--- src/rtl/mult_pkg.sv ---
// Purpose : shared state encoding, widths and datapath helpers for the signed multiplier.
// Latency : n/a (package only).
// Backpressure: n/a.
// Contents: state_t FSM encoding, operand/product/BCD widths, iteration counts,
//           abs8() magnitude helper, dd_step() one double-dabble iteration.
package mult_pkg;

  localparam int OPERAND_W  = 8;
  localparam int PRODUCT_W  = 16;
  localparam int BCD_W      = 20;
  localparam int MULT_ITERS = 8;
  localparam int CONV_ITERS = 16;

  typedef enum logic [2:0] {
    ST_IDLE,
    ST_LOAD,
    ST_MULT,
    ST_CONVERT,
    ST_DONE
  } state_t;

  // Unsigned magnitude of a two's-complement operand; -128 maps to 8'h80 (128).
  function automatic logic [OPERAND_W-1:0] abs8(input logic [OPERAND_W-1:0] v);
    return v[OPERAND_W-1] ? (~v + OPERAND_W'(1)) : v;
  endfunction

  // One double-dabble iteration on {bcd digits, binary}: add 3 to every digit
  // >= 5, then shift the whole vector left by one.
  function automatic logic [BCD_W+PRODUCT_W-1:0] dd_step(input logic [BCD_W+PRODUCT_W-1:0] v);
    logic [BCD_W+PRODUCT_W-1:0] t;
    t = v;
    for (int d = 0; d < BCD_W / 4; d++) begin
      if (t[PRODUCT_W + 4*d +: 4] >= 4'd5) begin
        t[PRODUCT_W + 4*d +: 4] = t[PRODUCT_W + 4*d +: 4] + 4'd3;
      end
    end
    return {t[BCD_W+PRODUCT_W-2:0], 1'b0};
  endfunction

endpackage

--- src/rtl/bin16_to_bcd_seq.sv ---
// Purpose : sequential 16-bit binary to 5-digit BCD converter (double dabble).
// Latency : 16 cycles; first step on the i_start edge, o_done high in the 16th cycle,
//           o_bcd updated on the edge that ends that cycle. No backpressure; i_start
//           is only expected while idle.
// Ports   : clk, rst_n (sync, active-low), i_start, i_bin[15:0] -> o_done, o_bcd[19:0].
module bin16_to_bcd_seq
  import mult_pkg::*;
(
  input  logic                 clk,
  input  logic                 rst_n,
  input  logic                 i_start,
  input  logic [PRODUCT_W-1:0] i_bin,
  output logic                 o_done,
  output logic [BCD_W-1:0]     o_bcd
);

  logic [BCD_W+PRODUCT_W-1:0] r_work;
  logic [BCD_W-1:0]           r_bcd;
  logic [3:0]                 r_cnt;
  logic                       r_busy;
  logic [BCD_W+PRODUCT_W-1:0] w_step;

  // The load and the first iteration share the start edge so that exactly
  // CONV_ITERS edges elapse from start to result.
  assign w_step = dd_step(i_start ? {{BCD_W{1'b0}}, i_bin} : r_work);
  assign o_done = r_busy && (r_cnt == 4'(CONV_ITERS - 1));
  assign o_bcd  = r_bcd;

  always_ff @(posedge clk) begin
    if (!rst_n) begin
      r_work <= '0;
      r_bcd  <= '0;
      r_cnt  <= '0;
      r_busy <= 1'b0;
    end else if (i_start) begin
      r_work <= w_step;
      r_cnt  <= 4'd1;
      r_busy <= 1'b1;
    end else if (r_busy) begin
      r_work <= w_step;
      r_cnt  <= r_cnt + 4'd1;
      if (o_done) begin
        r_busy <= 1'b0;
        r_bcd  <= w_step[BCD_W+PRODUCT_W-1:PRODUCT_W];
      end
    end
  end

endmodule

--- src/rtl/multiplier_control_unit.sv ---
// Purpose : signed 8x8 shift-add multiplier with sequential BCD conversion of |product|.
// Latency : fixed; busy for 25 cycles after start acceptance, done pulse in cycle 26.
// Backpressure: none; start is accepted only in IDLE and dropped in every other state.
// Ports   : clk, rst_n (sync, active-low), start, multiplicand[7:0], multiplier[7:0]
//           -> busy, done, product[15:0], sign, bcd[19:0], bcd_valid.
module multiplier_control_unit
  import mult_pkg::*;
(
  input  logic                 clk,
  input  logic                 rst_n,
  input  logic                 start,
  input  logic [OPERAND_W-1:0] multiplicand,
  input  logic [OPERAND_W-1:0] multiplier,
  output logic                 busy,
  output logic                 done,
  output logic [PRODUCT_W-1:0] product,
  output logic                 sign,
  output logic [BCD_W-1:0]     bcd,
  output logic                 bcd_valid
);

  state_t                 r_state, w_next;
  logic [OPERAND_W-1:0]   r_a, r_b;
  logic [PRODUCT_W-1:0]   r_mcand;   // multiplicand magnitude, shifted left each step
  logic [OPERAND_W-1:0]   r_mplier;  // multiplier magnitude, shifted right each step
  logic [PRODUCT_W-1:0]   r_acc;
  logic                   r_neg;
  logic [2:0]             r_cnt;
  logic                   r_conv_go;
  logic [PRODUCT_W-1:0]   r_product;
  logic                   r_sign;
  logic                   r_bcd_valid;
  logic                   w_mult_last;
  logic                   w_conv_done;
  logic [BCD_W-1:0]       w_bcd;

  assign w_mult_last = (r_cnt == 3'(MULT_ITERS - 1));

  always_ff @(posedge clk) begin
    if (!rst_n) r_state <= ST_IDLE;
    else        r_state <= w_next;
  end

  always_comb begin
    w_next = r_state;
    busy   = 1'b0;
    done   = 1'b0;
    case (r_state)
      ST_IDLE:    if (start) w_next = ST_LOAD;
      ST_LOAD:    begin busy = 1'b1; w_next = ST_MULT; end
      ST_MULT:    begin busy = 1'b1; if (w_mult_last) w_next = ST_CONVERT; end
      ST_CONVERT: begin busy = 1'b1; if (w_conv_done) w_next = ST_DONE; end
      ST_DONE:    begin done = 1'b1; w_next = ST_IDLE; end
      default:    w_next = ST_IDLE;
    endcase
  end

  always_ff @(posedge clk) begin
    if (!rst_n) begin
      r_a         <= '0;
      r_b         <= '0;
      r_mcand     <= '0;
      r_mplier    <= '0;
      r_acc       <= '0;
      r_neg       <= 1'b0;
      r_cnt       <= '0;
      r_conv_go   <= 1'b0;
      r_product   <= '0;
      r_sign      <= 1'b0;
      r_bcd_valid <= 1'b0;
    end else begin
      r_conv_go <= 1'b0;
      case (r_state)
        ST_IDLE: begin
          if (start) begin
            r_a         <= multiplicand;
            r_b         <= multiplier;
            // Dropped on the accepting edge so it already reads 0 during LOAD.
            r_bcd_valid <= 1'b0;
          end
        end
        ST_LOAD: begin
          r_mcand  <= {{(PRODUCT_W-OPERAND_W){1'b0}}, abs8(r_a)};
          r_mplier <= abs8(r_b);
          r_neg    <= r_a[OPERAND_W-1] ^ r_b[OPERAND_W-1];
          r_acc    <= '0;
          r_cnt    <= '0;
        end
        ST_MULT: begin
          if (r_mplier[0]) r_acc <= r_acc + r_mcand;
          r_mcand  <= r_mcand << 1;
          r_mplier <= r_mplier >> 1;
          r_cnt    <= r_cnt + 3'd1;
          // Converter starts the cycle after the final accumulate lands.
          if (w_mult_last) r_conv_go <= 1'b1;
        end
        ST_CONVERT: begin
          if (w_conv_done) begin
            r_product   <= r_neg ? (~r_acc + PRODUCT_W'(1)) : r_acc;
            r_sign      <= r_neg && (r_acc != '0);  // no negative zero
            r_bcd_valid <= 1'b1;
          end
        end
        default: ;
      endcase
    end
  end

  bin16_to_bcd_seq u_bcd (
    .clk     (clk),
    .rst_n   (rst_n),
    .i_start (r_conv_go),
    .i_bin   (r_acc),
    .o_done  (w_conv_done),
    .o_bcd   (w_bcd)
  );

  assign product   = r_product;
  assign sign      = r_sign;
  assign bcd       = w_bcd;
  assign bcd_valid = r_bcd_valid;

endmodule

--- config.mk ---
export PLATFORM = sky130hd
export DESIGN_NAME = multiplier_control_unit
export DESIGN_NICKNAME = d
export VERILOG_FILES = /design/src/rtl/mult_pkg.sv /design/src/rtl/bin16_to_bcd_seq.sv /design/src/rtl/multiplier_control_unit.sv
export SDC_FILE = /design/constraint.sdc
export NUM_CORES = 1
export LEC_CHECK = 0
export ABC_AREA = 0
export CAP_MARGIN = 30
export CORE_MARGIN = 8
export CORE_UTILIZATION = 35
export DETAILED_ROUTE_END_ITERATION = 10
export GPL_ROUTABILITY_DRIVEN = 1
export PLACE_DENSITY = 0.62
export REMOVE_ABC_BUFFERS = 1
export SLEW_MARGIN = 25
export SYNTH_ARGS = -nofsm -noshare
export SYNTH_HDL_FRONTEND = slang
export SYNTH_HIERARCHICAL = 1
export SYNTH_SLANG_ARGS = --single-unit
--- constraint.sdc ---
create_clock -name clk -period 2.77 [get_ports clk]
set_clock_uncertainty 0.2 [all_clocks]
set_input_delay 0.277 -clock clk [delete_from_list [all_inputs] [get_ports clk]]
set_output_delay 0.277 -clock clk [all_outputs]
set_load 0.02 [all_outputs]
* Word-level counts from Yosys, hierarchy flattened
Index checks and enable logic that the tools add are counted.
** Cells by class
- Bitwise operators :: 6
- Reductions and logical operators :: 16
- $add $sub $neg :: 11
- Multiplexer cells :: 31
- Equal/unequal tests :: 10
- Order comparisons :: 5
** Operator list (number)
- 36-bit two-way mux :: 3
- 16-bit one-hot mux with 2 select lines :: 2
- 16-bit two-way mux :: 2
- 4-bit by 3-bit greater-or-equal comparator with 1-bit output, second input constant :: 5
- 16-bit by 1-bit adder with 16-bit output, second input constant :: 1
- 16-bit adder :: 1
- 4-bit by 2-bit adder with 4-bit output, second input constant :: 4
- 8-bit by 1-bit adder with 8-bit output, second input constant :: 2
- 4-bit two-way mux :: 4
- 8-bit two-way mux :: 2
- 16-bit inverter :: 1
- 8-bit inverter :: 2
- 8-bit one-hot mux with 2 select lines :: 1
- 16-bit nonzero test :: 1
- 3-bit two-way mux :: 4
- 3-bit one-hot mux with 4 select lines :: 1
- 1-bit two-way mux :: 10
- 3-bit AND reduction :: 3
- 2-bit AND reduction :: 4
- 3-bit by 2-bit == test with 1-bit output, second input constant :: 2
- 3-bit == test, second input constant :: 2
- 2-bit != test, second input constant :: 3
- 3-bit one-hot mux with 2 select lines :: 1
- 2-bit nonzero test :: 3
- other kinds (13) :: 15
** Word-level totals
- Word-level logic and storage cells :: 96
- Output and inout port bits :: 40
- Register bits after elaboration :: 142

* Longest topological paths before layout
- Depth in word-level cells :: 5
- Mapped depth :: 9
- Gate-level depth less buffers :: 8

* Hierarchy
The synthesis kept the hierarchy.
** Modules (own cells, without submodules)
- multiplier_control_unit :: seq. area each 1641.6 sq um, times used 1, area each 4345.4 sq um, cells an instance 530
- bin16_to_bcd_seq :: seq. area each 1201.2 sq um, times used 1, area each 3046.7 sq um, cells an instance 365

* Worst setup path before layout
No wires, ideal clock.
- Path kind :: reg-to-reg
- Start point :: reg r_acc[0]
- End point :: reg r_acc[14]
- Data arrival time :: 1917 ps
- Buffers on the path :: 0
- Required time :: 2453 ps
- Clock period less this slack :: 2234 ps
- Cell stages (with the launch flop) :: 9
- Setup slack :: 536 ps
- Path through :: dfxtp_1 > ha_1 > inv_1 > fa_1 > nor2b_1 > o211ai_1 > a211oi_1 > o21ai_0 > a32o_1
** On the way
- Cells in the longest elaborated chain, start to end :: 3
** RTL lines
- start: declaration :: line multiplier_control_unit.sv:26 : logic [PRODUCT_W-1:0] r_acc;
- start signal: assignment :: line multiplier_control_unit.sv:90 : if (r_mplier[0]) r_acc <= r_acc + r_mcand;
- 16-bit adder :: line multiplier_control_unit.sv:90
- 16-bit two-way mux :: line multiplier_control_unit.sv:90
- 16-bit one-hot mux with 2 select lines :: line multiplier_control_unit.sv:73 : case (r_state)
Every way passes these cells. The select of a mux whose other input is x is not followed.
A chain may end at the register's enable or synchronous reset.

* Worst setup path after layout
- Start point :: reg r_acc[2]
- End point :: reg r_acc[6]
Same word-level chain as after synthesis.

==> impl_metrics.csv <==
group,metric,value,unit
placement,port_buffers,58,
timing,worstMarginPinSlew,0.6334,ns
layout,syn_to_final_growth,19.35,%
layout,fin_cells,1223,
grt,top_usage_layer,"met2",
pwr,ir_worst_vdd,0.3447,mV
grt,grt_max_degree,58,
floorplan,die_w,161.3,um
worst_hold_path,hp-start,"multiplier[0]",
timing,slew_headroom,0.5732,
critical_path,crit_start,"r_acc[2]",
pwr,power,4.707,mW
yosys,synth-seq-area-share,0.3846,
timing,final.period_utilization,0.8863,
clock_network,cts_tree,"done",
clock_network,path_clk_slew,0.06,ns
layout,fill_cells,2099,
grt,met2_usage,0.2468,
critical_path,worst-path-max-fanout,8,
routing,vias_per_cell,5.237,
routing,ant_nets,0,
critical_path,cp-end-kind,"register",
clock_network,ctsHoldBuffers,0,
status,status,"finished, final reports clean",
critical_path,rrSetupSlack,0.32,ns
routing,vias,6405,
yosys,yosysWarnings,6,
critical_path,timing.critical_path.max_delay_family,"compound AO/OA/AOI/OAI gates",
clock_network,post-cts-setup-buffers,0,
layout,final_nets,984,
timing,fmax,0.4073,GHz
pwr,p_leak,3.126,nW
yosys,synth-main-ff-cell,"dfxtp_1",
routing,drtIter0Drc,338,
grt,grt_use_met3,0.03589,
worst_hold_path,min_path_type,"input port to register",
critical_path,slowest_stage,"dfxtp_1",
yosys,synth_area_leaders,"dfxtp_1, nand2_1, a21oi_1",
grt,grt_usage,0.1428,
placement,post-dp-hpwl,12990,um
floorplan,dieHeight,161.3,um
grt,grt_pass1_wl,30840,um
job,drv_cap,0,
critical_path,cp-start-kind,"register",
yosys,syn_inst,895,
timing,rsz0062_at_grt,"false",
placement,placed_cells,1193,
critical_path,max_stage_delay,0.47,ns
routing,wl_per_cell,14.87,um
floorplan,pin_count,59,
timing,hold_viol,0,
routing,drcViolationCount,0,
floorplan,start_util,0.3539,
floorplan,placement_rows,53,
clock_network,clock-root-buffer,"clkbuf_16",
grt,grt_pass1_vias,6217,
critical_path,critPathBufInv,0,
yosys,async_flop_share,0,
grt,gr-total-overflow,0,
timing,period_minus_slack,2.455,ns
yosys,synth-seq-cells,142,
layout,num_antenna_cells,0,
critical_path,cp.required,2.87,ns
placement,routabilityCongestion,0.8737,
clock_network,ctsLongestPathBuffers,2,
timing,slew_violations,0,
critical_path,cp_cell_sequence,"ha_1 > nor2b_1 > o211ai_1 > a21boi_0 > or3_1 > a32o_1",
timing,finalSetupViolCount,0,
floorplan,core_area,20890,um^2
grt,met1_usage,0.1736,
yosys,syn_area,7392,um^2
critical_path,cp.arrival,2.56,ns
critical_path,crit_type,"register to register",
routing,drt-total-wl,18180,um
clock_network,cts_made_buffers,17,
grt,antenna_found_initial,0,
yosys,synth.avg_cell_area,8.259,um^2
clock_network,insertion_delay,0.42,ns
floorplan,die_area,26030,um^2
yosys,synth_edf_count,0,
critical_path,rr_startpoint,"r_acc[2]",
routing,dr.pass1.iters,5,
yosys,synth.distinct_cells,71,
layout,drive_gt1_frac,0.09072,
clock_network,htreeDepth,4,
pwr,p_per_area,533.6,nW/um^2
yosys,yosys.area.top_type_share,0.3846,
clock_network,clock_sinks,142,
yosys,yosysTopAreaCell,"dfxtp_1",
clock_network,cts_resized,0,
==> cells in the mapped netlist (all sizes together), types with 16 or more instances <==
library cell and number:
dfxtp 142, nand2 134, a21oi 89, nor2 58, o21ai 37, inv 32
clkbuf 30, a22oi 27, buf 27, ha 27, nor2b 18, nand3 17
or3 17, a311oi 16, xor2 16
==> path summary, 6_finish.rpt <==
kind	cells past startpoint	endpoint
setup / recovery	6	r_acc[6]
hold / removal	3	r_b[0]
setup reg to reg	6	r_acc[6]
hold reg to reg	2	r_mplier[2]
==> state kept, by name (all words and copies together), names as in the netlist <==
name / cells
u_bcd/r_cnt: 4
product: 16
u_bcd/r_work: 35
r_state: 3
r_cnt: 3
r_mcand: 16
u_bcd/r_busy: 1
r_a: 8
r_mplier: 8
r_acc: 16
bcd_valid: 1
sign: 1
r_b: 8
r_neg: 1
r_conv_go: 1
u_bcd/o_bcd: 20
==> tightest hold or removal path: cells and delay by family <==
family	cells	cell delay [ns]
simple gates	1	0.05
buf+inv	1	0.39
compound gates	1	0.05
==> cell type report <==
| cell class | count | area (um^2) | area share |
|---|---|---|---|
| well taps | 275 | 344.1 | 0.03900 |
| clock buffers | 18 | 439.2 | 0.04978 |
| multi-input cells | 662 | 4174 | 0.4731 |
| flip-flops and latches | 142 | 2844 | 0.3224 |
| inverters | 34 | 128.9 | 0.01461 |
| repair buffers | 80 | 770.7 | 0.08736 |
| clock inverters | 12 | 121.4 | 0.01376 |
==> logic make-up after synthesis <==
group / synth area share
adders and majority gates: 0.04841
muxes: 0.03098
buffers and inverters: 0.05179
DFF: 0.3846
xor gates and xnor gates: 0.03673
and+or+nand+nor: 0.2009
AOI/OAI and AO/OA: 0.2466
==> through the flow <==
step                      utilization  worst slack [ns]  hold slack, ns  instance area (um^2)  setup TNS (ns)
after floorplan                     -           -0.8966          0.2130                  7138          -32.54
after global placement         0.3955            0.3828          0.2492                  8262               0
after detailed placement       0.3955            0.3108          0.2537                  8262               0
after CTS                      0.4223            0.3112          0.1834                  8822               0
after global routing           0.4223            0.1356          0.1928                  8822               0
final                          0.4223            0.3150          0.2022                  8822               0
==> metal layers <==
layer | routed length, um | vias to the layer above
met2 | 8852 | 94
li1 | - | 3310
met3 | 708 | 20
met1 | 8392 | 2981
met4 | 227 | 0
met5 | 0 | -
==> where the power goes <==
group	total, mW	internal (mW)	switching (mW)
Combinational	0.374	0.151	0.223
Sequential	2.14	2.08	0.0531
Clock	2.20	1.33	0.868
==> cells in the final DEF, fill, tap and decap left out, types with 5 or more instances in the layout <==
cell type / synthesis / layout
a31oi_1: 11 / 11
and2_1: 6 / 6
nor3b_1: 8 / 7
clkinv_2: 1 / 7
buf_4: 2 / 20
o211ai_1: 12 / 12
clkbuf_16: 0 / 17
a21oi_1: 89 / 89
nand3_1: 16 / 16
ha_1: 27 / 27
or3_1: 16 / 16
nand4_1: 7 / 7
mux2_2: 15 / 15
xor2_1: 16 / 16
a22oi_1: 27 / 27
nor2b_1: 18 / 18
a211o_1: 6 / 6
o21ai_0: 36 / 36
o21a_1: 7 / 7
nand3b_1: 7 / 7
nand2b_1: 13 / 13
a21o_1: 12 / 12
a211oi_1: 11 / 11
a311oi_1: 16 / 16
inv_1: 31 / 30
dfxtp_1: 142 / 141
mux2i_1: 6 / 6
o31ai_1: 12 / 12
a21boi_0: 6 / 6
clkdlybuf4s50_1: 0 / 58
xnor2_1: 15 / 15
nor2_1: 57 / 56
nand2_1: 134 / 134
nor3_1: 5 / 5
Note: power is estimated with default switching activity, not from simulation.
